## config.mk

```make
export PLATFORM = sky130hd
export DESIGN_NAME = plant_multi_axis
export DESIGN_NICKNAME = d
export VERILOG_FILES = /design/src/rtl/plant_multi_axis.sv
export SDC_FILE = /design/constraint.sdc
export NUM_CORES = 1
export LEC_CHECK = 0
export ABC_AREA = 1
export CAP_MARGIN = 20
export CORE_MARGIN = 5
export CORE_UTILIZATION = 50
export DETAILED_ROUTE_END_ITERATION = 12
export PLACE_DENSITY = 0.76
export SLEW_MARGIN = 5
export SYNTH_ARGS = -nofsm -noshare
export SYNTH_HDL_FRONTEND = slang
export SYNTH_SLANG_ARGS = --single-unit
```

## constraint.sdc

```tcl
create_clock -name clk -period 9.57 [get_ports clk]
set_input_delay 0.957 -clock clk [delete_from_list [all_inputs] [get_ports clk]]
set_output_delay 0.957 -clock clk [all_outputs]
set_load 0.005 [all_outputs]
```

## src/rtl/plant_multi_axis.sv

```systemverilog
// Multi-axis rate/angle plant stepped by one shared adder, one axis per cycle.
// Build option: define PLANT_SAT_EN to clamp results; otherwise they wrap.
//
// state  | meaning
// IDLE   | waiting for tick; axis states held
// UPDATE | writing axis idx from the captured inputs
// DONE   | one-cycle completion pulse, then IDLE
module plant_multi_axis #(
  parameter int NUM_AXES   = 3,
  parameter int DATA_W     = 16,
  parameter int DAMP_SHIFT = 0
) (
  input  logic                         clk,
  input  logic                         rst_n,
  input  logic                         tick,
  input  logic [NUM_AXES*DATA_W-1:0]   control_flat,
  input  logic [NUM_AXES*DATA_W-1:0]   disturbance_flat,
  output logic [NUM_AXES*DATA_W-1:0]   angle_flat,
  output logic [NUM_AXES*DATA_W-1:0]   rate_flat,
  output logic                         busy,
  output logic                         done,
  output logic                         overrun
);

  localparam int IDX_W = (NUM_AXES > 1) ? $clog2(NUM_AXES) : 1;
  localparam int SUM_W = DATA_W + 2;
  localparam logic [IDX_W-1:0] LAST_IDX = IDX_W'(NUM_AXES - 1);

  typedef enum logic [1:0] {IDLE, UPDATE, DONE} state_t;

  state_t                    state;
  logic [IDX_W-1:0]          idx;
  logic signed [DATA_W-1:0]  rate_q  [NUM_AXES];
  logic signed [DATA_W-1:0]  angle_q [NUM_AXES];
  logic signed [DATA_W-1:0]  ctl_sh  [NUM_AXES];
  logic signed [DATA_W-1:0]  dist_sh [NUM_AXES];

  logic signed [SUM_W-1:0]   rate_w;
  logic signed [SUM_W-1:0]   damp_w;
  logic signed [SUM_W-1:0]   rate_sum;
  logic signed [SUM_W-1:0]   angle_sum;
  logic signed [DATA_W-1:0]  rate_nx;
  logic signed [DATA_W-1:0]  angle_nx;

  function automatic logic signed [SUM_W-1:0] sx(input logic signed [DATA_W-1:0] v);
    return {{2{v[DATA_W-1]}}, v};
  endfunction

  function automatic logic signed [DATA_W-1:0] reduce(input logic signed [SUM_W-1:0] v);
`ifdef PLANT_SAT_EN
    logic signed [SUM_W-1:0] sat_max;
    logic signed [SUM_W-1:0] sat_min;
    sat_max = {3'b000, {(DATA_W-1){1'b1}}};
    sat_min = {3'b111, {(DATA_W-1){1'b0}}};
    if (v > sat_max)      return sat_max[DATA_W-1:0];
    else if (v < sat_min) return sat_min[DATA_W-1:0];
    else                  return v[DATA_W-1:0];
`else
    return v[DATA_W-1:0];
`endif
  endfunction

  // Shared datapath: both sums use the pre-update rate of axis idx.
  always_comb begin
    rate_w = sx(rate_q[idx]);
    damp_w = '0;
    if (DAMP_SHIFT > 0) damp_w = rate_w >>> DAMP_SHIFT;
    rate_sum  = rate_w + sx(ctl_sh[idx]) + sx(dist_sh[idx]) - damp_w;
    angle_sum = sx(angle_q[idx]) + rate_w;
    rate_nx   = reduce(rate_sum);
    angle_nx  = reduce(angle_sum);
  end

  always_comb begin
    angle_flat = '0;
    rate_flat  = '0;
    for (int i = 0; i < NUM_AXES; i++) begin
      angle_flat[i*DATA_W +: DATA_W] = angle_q[i];
      rate_flat[i*DATA_W +: DATA_W]  = rate_q[i];
    end
  end

  always_ff @(posedge clk) begin
    if (!rst_n) begin
      state   <= IDLE;
      idx     <= '0;
      busy    <= 1'b0;
      done    <= 1'b0;
      overrun <= 1'b0;
      for (int i = 0; i < NUM_AXES; i++) begin
        rate_q[i]  <= '0;
        angle_q[i] <= '0;
        ctl_sh[i]  <= '0;
        dist_sh[i] <= '0;
      end
    end else begin
      done <= 1'b0;
      if (tick && (state != IDLE)) overrun <= 1'b1;
      case (state)
        IDLE: begin
          if (tick) begin
            for (int i = 0; i < NUM_AXES; i++) begin
              ctl_sh[i]  <= control_flat[i*DATA_W +: DATA_W];
              dist_sh[i] <= disturbance_flat[i*DATA_W +: DATA_W];
            end
            idx   <= '0;
            busy  <= 1'b1;
            state <= UPDATE;
          end
        end
        UPDATE: begin
          rate_q[idx]  <= rate_nx;
          angle_q[idx] <= angle_nx;
          if (idx == LAST_IDX) begin
            busy  <= 1'b0;
            done  <= 1'b1;
            state <= DONE;
          end else begin
            idx <= idx + IDX_W'(1);
          end
        end
        DONE:    state <= IDLE;
        default: state <= IDLE;
      endcase
    end
  end

endmodule

```

# ---- Yosys cells after proc, flatten, opt, wreduce, memory -nomap -nowiden
# Memory sizes are Yosys's and may differ from the RTL's. A register that Yosys moved wholly into a read port is not among the register bits.
# Index checks and enable logic that the tools add are counted.
# W data, S select, Z words.
dict set report word_totals {
  reg_bits 7
  ramBits 192
  inputBits 99
  out_inout_bits 99
  wordCells 72
  n_memories 4
}
dict set report op_classes {
  add_sub_neg 4
  n_eq_ne 5
  n_mux 38
  bitwise 6
  reduce_logical 10
}
# memory words word_bits rd rd_ports_with_merged_regs wr line
set memory_table {}
lappend memory_table {angle_q 3 16 4 1 3 34} ;# logic signed [DATA_W-1:0] angle_q [NUM_AXES];
lappend memory_table {ctl_sh 3 16 1 1 3 35} ;# logic signed [DATA_W-1:0] ctl_sh [NUM_AXES];
lappend memory_table {dist_sh 3 16 1 1 3 36} ;# logic signed [DATA_W-1:0] dist_sh [NUM_AXES];
lappend memory_table {rate_q 3 16 4 1 3 33} ;# logic signed [DATA_W-1:0] rate_q [NUM_AXES];
# cell count
set op_table {}
lappend op_table {{$mux W16} 8}
lappend op_table {{$add A16 B16 Y16} 3}
lappend op_table {{$reduce_or A16 Y1} 2}
lappend op_table {{$mux W2} 14}
lappend op_table {{$mux W1} 13}
lappend op_table {{$pmux W2 S2} 2}
lappend op_table {{$ne A2 B2 Y1 const B} 3}
lappend op_table {{$or A1 B1 Y1} 6}
lappend op_table {{$reduce_and A3 Y1} 2}
lappend op_table {{$reduce_and A2 Y1} 2}
lappend op_table {{$reduce_bool A2 Y1} 2}
lappend op_table {{$add A2 B1 Y2 const B} 1}
lappend op_table {{$eq A2 B1 Y1 const B} 1}
lappend op_table {{$eq A2 B2 Y1 const B} 1}
lappend op_table {{$logic_not A2 Y1} 1}
lappend op_table {{$pmux W1 S2} 1}
lappend op_table {{$logic_and A1 B1 Y1} 1}

# ---- Depth between registers and ports, before layout
dict set report depth {
  depth_word 6
  depth_mapped 21
  mapped_depth_nobuf 18
}

# ---- Worst setup path after synthesis
# No wires, ideal clock.
dict set report synth_timing {
  kind {input-to-reg}
  startpoint {input rst_n}
  endpoint {memory ctl_sh[0][0] (enable)}
  arrival_time_ns 3.136
  t_required_ns 9.112
  slack_ns 5.976
  path_stages 2
  n_path_buf 1
  path_cell_list {buf_2 -> nand2_1}
}
# item line
set synth_rtl {}
lappend synth_rtl {{start, declared} 14} ;# input logic rst_n,
lappend synth_rtl {{end, declared} 35}

==> results.md <==
- Ant diodes: 0
- Worst-margin pin slew: about 1.1 ns
- Congestion Overflow GR: 0
- Remaining DRCs: 0
- Worst-path cell chain: buf_4, inv_6, o21ai_0, o22ai_1, fa_1, ha_1, inv_1, fa_1, inv_1, nand2_1, nand3_1, nand2_1, nand2_1, xnor2_1, nor2_1
- GRT Overall Usage: 21.5%
- Routability Congestion: 0.942
- Die H: approximately 160 µm
- Synth area leaders: edfxtp_1, nor2_1, nand2_1
- Synthesized instance count: 1,281
- Share of post-route cells with drive strength above 1: 3.80%
- Post-route ant nets: 0
- HP Class: flip-flop to flip-flop
- Part of the cycle the worst path needs: 47.2%
- Clock sinks: approximately 230
- Core area: 23,500 µm²
- Async S/R FF share, synth: 0%
- Final setup violation count: 0
- Final Hold Fails: 0
- Yosys cell types: 31
- Most used cell, CP: nand2_1
- Power after layout: between 0.003 and 0.004 W
- CP endpoint kind: flip-flop
- Area leader, netlist: edfxtp_1
- Syn Std Cell Area: roughly 12,000 µm²
- Delay-heaviest family, CP: buffers and inverters
- # fillers: 1,880
- Sequential fraction of the synthesis area: 57.8%
- Comb pwr share: around 37%
- Layout Nets: 1,607
- Seq pwr share: 36.6%
- Layout area overhead: 25.0%
- H-tree Lvls: 1
- Setup TNS: 0 ns
- Cell Rows: 56
- Clock Path Buffers: 3
- Hold buffers post-CTS: 0
- Critical path arrival: 4.74 ns
- Starting density of the core: 50.9%
- First-pass iteration count of the detailed router: 5
- DR WL/cell: 16.4 µm
- NetSw: around 0.0013 W
- First-pass GRT wire length: 46,500 µm
- # port buffers: between 150 and 200
- EDFF count, synth: 224
- Largest net degree at the start of global routing: 100
- Clock power frac: 26.3%
- Count leader, synth: nor2_1
- Syn nets: 1,430
- Clock Skew: just under 0.02 ns
- Max stage delay on crit path: a little under 0.8 ns
- Mean post-synth cell area: 9.32 µm²
- Peak supply drop: approximately 0.00013 V
- Synth cell count leaders: nor2_1, edfxtp_1, nand2_1
- Yosys reg bits: 233
- Die area: about 27,000 µm²
- CP Launch Type: flip-flop
- Die Wd: ~160 µm
- RSZ-0062 raised after global routing: no
- Root Driver: clkbuf_16
- CTS tree: built
- CP required: 9.80 ns
- Initial antenna violation count: 0
- Clk pin slew, worst setup/hold paths: about 0.070 ns
- Fin. max-slew vios: 0
- Vias in the first global route: 9,282
- Clock Latency Late Sink: 0.52 ns
- Lkg Pwr: 6.45 nW
- Total of max-cap violations: 0
- Yosys Warn Count: 0
- Prevailing post-synth register cell: edfxtp_1
- Dpl hpwl: roughly 20,000 µm
- I/O pin count: slightly below 200
- Worst setup path category: flip-flop to flip-flop
- Worst-path fanout max: 99
- DRT iter0 DRCs: 722
- Crit path time final: ~4.5 ns
- Max Freq: ~0.22 GHz
- Status: finished, final reports clean
- Drt total wl: just under 30,000 µm
- CTS buffer count: 24
- Worst Path Buf+Inv: 4
- Pwr dens: about 240 nW/µm²
- Via-per-instance ratio: between 5 and 6
- Slowest CP cell: buf_4
- Post-CTS setup buffer count: 0
- Post-CTS Resized: 0
- Internal: 0.00228 W
- Switching Share: 35.5%
- Slew HR: between 20% and 30%
- Yosys top cell area share: between 50 and 60%
- DR vias: 9,367
-- power groups by stage --
stage	sequential [W]	clock, W	combinational, W
after detailed placement	0.00132	0	0.00130
after CTS	0.00130	0.000943	0.00130
after global placement	0.00132	0	0.00125
final	0.00130	0.000932	0.00131
after global routing	0.00130	0.000986	0.00148
after floorplan	0.00131	0	0.000917
-- worst paths after layout --
path / startpoint / end / slack [ns] / cells after the start
setup reg to reg: flip-flop / rate_q[2][9] / 5.05 / 15
setup / recovery: flip-flop / rate_q[2][9] / 5.05 / 15
hold / removal: overrun / overrun / 0.46 / 2
hold reg to reg: overrun / overrun / 0.46 / 2
-- worst min-delay path, delay by kind of cell (launching register included) --
family	cells	cell delay, ns
AOI/OAI and AO/OA	1	0.06
buffers and inverters	1	0.05
DFF	1	0.31
-- sequential cells by signal (all words and copies together) (netlist names), named ones only --
signal	cells
angle_q	64
rate_q	64
ctl_sh	48
dist_sh	48
idx	2
state	2
busy	1
done	1
overrun	1
-- metrics by stage --
| stage | cell area [µm²] | util, % | setup WS, ns | hold WS [ns] | cells |
|---|---|---|---|---|---|
| detailed placement | 14100 | 60.3 | 5.13 | 0.455 | 1751 |
| finish | 14900 | 63.6 | 5.05 | 0.458 | 1793 |
| floorplan | 11900 | - | 5.98 | 0.447 | 1281 |
| global placement | 14100 | 60.3 | 5.28 | 0.442 | 1751 |
| CTS | 14900 | 63.6 | 5.11 | 0.464 | 1793 |
| global route | 14900 | 63.6 | 4.75 | 0.496 | 1793 |
-- final cells by class --
class | instances | area [µm²] | area share (%)
tap | 319 | 399 | 2.67
inverter | 185 | 702 | 4.70
sequential | 233 | 6910 | 46.3
clock inverter | 14 | 146 | 0.981
clock buffer | 28 | 637 | 4.27
timing repair buffer | 206 | 2040 | 13.7
multi-input combinational | 808 | 4090 | 27.4
-- per-layer routing --
metal | global-route usage [%] | vias to the layer above | part of all wire (%)
li1 | - | 4545 | -
met5 | 0 | - | 0
met4 | 7.22 | 0 | 3.2
met3 | 3.39 | 64 | 8.8
met1 | 28.9 | 4324 | 41
met2 | 35.8 | 434 | 47
-- cell usage in the layout, fill, tap and decap left out, drive strengths merged, types with 9 or more instances in the layout --
| cell | netlist | final |
|---|---|---|
| nand3 | 42 | 42 |
| ha | 33 | 33 |
| a21oi | 87 | 87 |
| o21ai | 73 | 73 |
| xnor2 | 12 | 12 |
| clkinv | 0 | 10 |
| fa | 17 | 17 |
| edfxtp | 224 | 224 |
| clkdlybuf4s50 | 0 | 197 |
| clkbuf | 32 | 28 |
| o22ai | 29 | 29 |
| nand2 | 188 | 188 |
| nor2 | 304 | 304 |
| dfxtp | 9 | 9 |
| inv | 185 | 186 |
| buf | 23 | 9 |
-- cells by family (layout without fill, tap and decap cells) --
family	Yosys count	count (layout)	share of synthesized area, %
AOI/OAI and AO/OA	194	194	8.55
adders and majority gates	50	50	6.31
buffers and inverters	240	433	8.05
DFF	233	233	57.8
and+or+nand+nor	550	550	18.2
xor gates and xnor gates	14	14	1.09
Note: power is estimated with default switching activity, not from simulation.
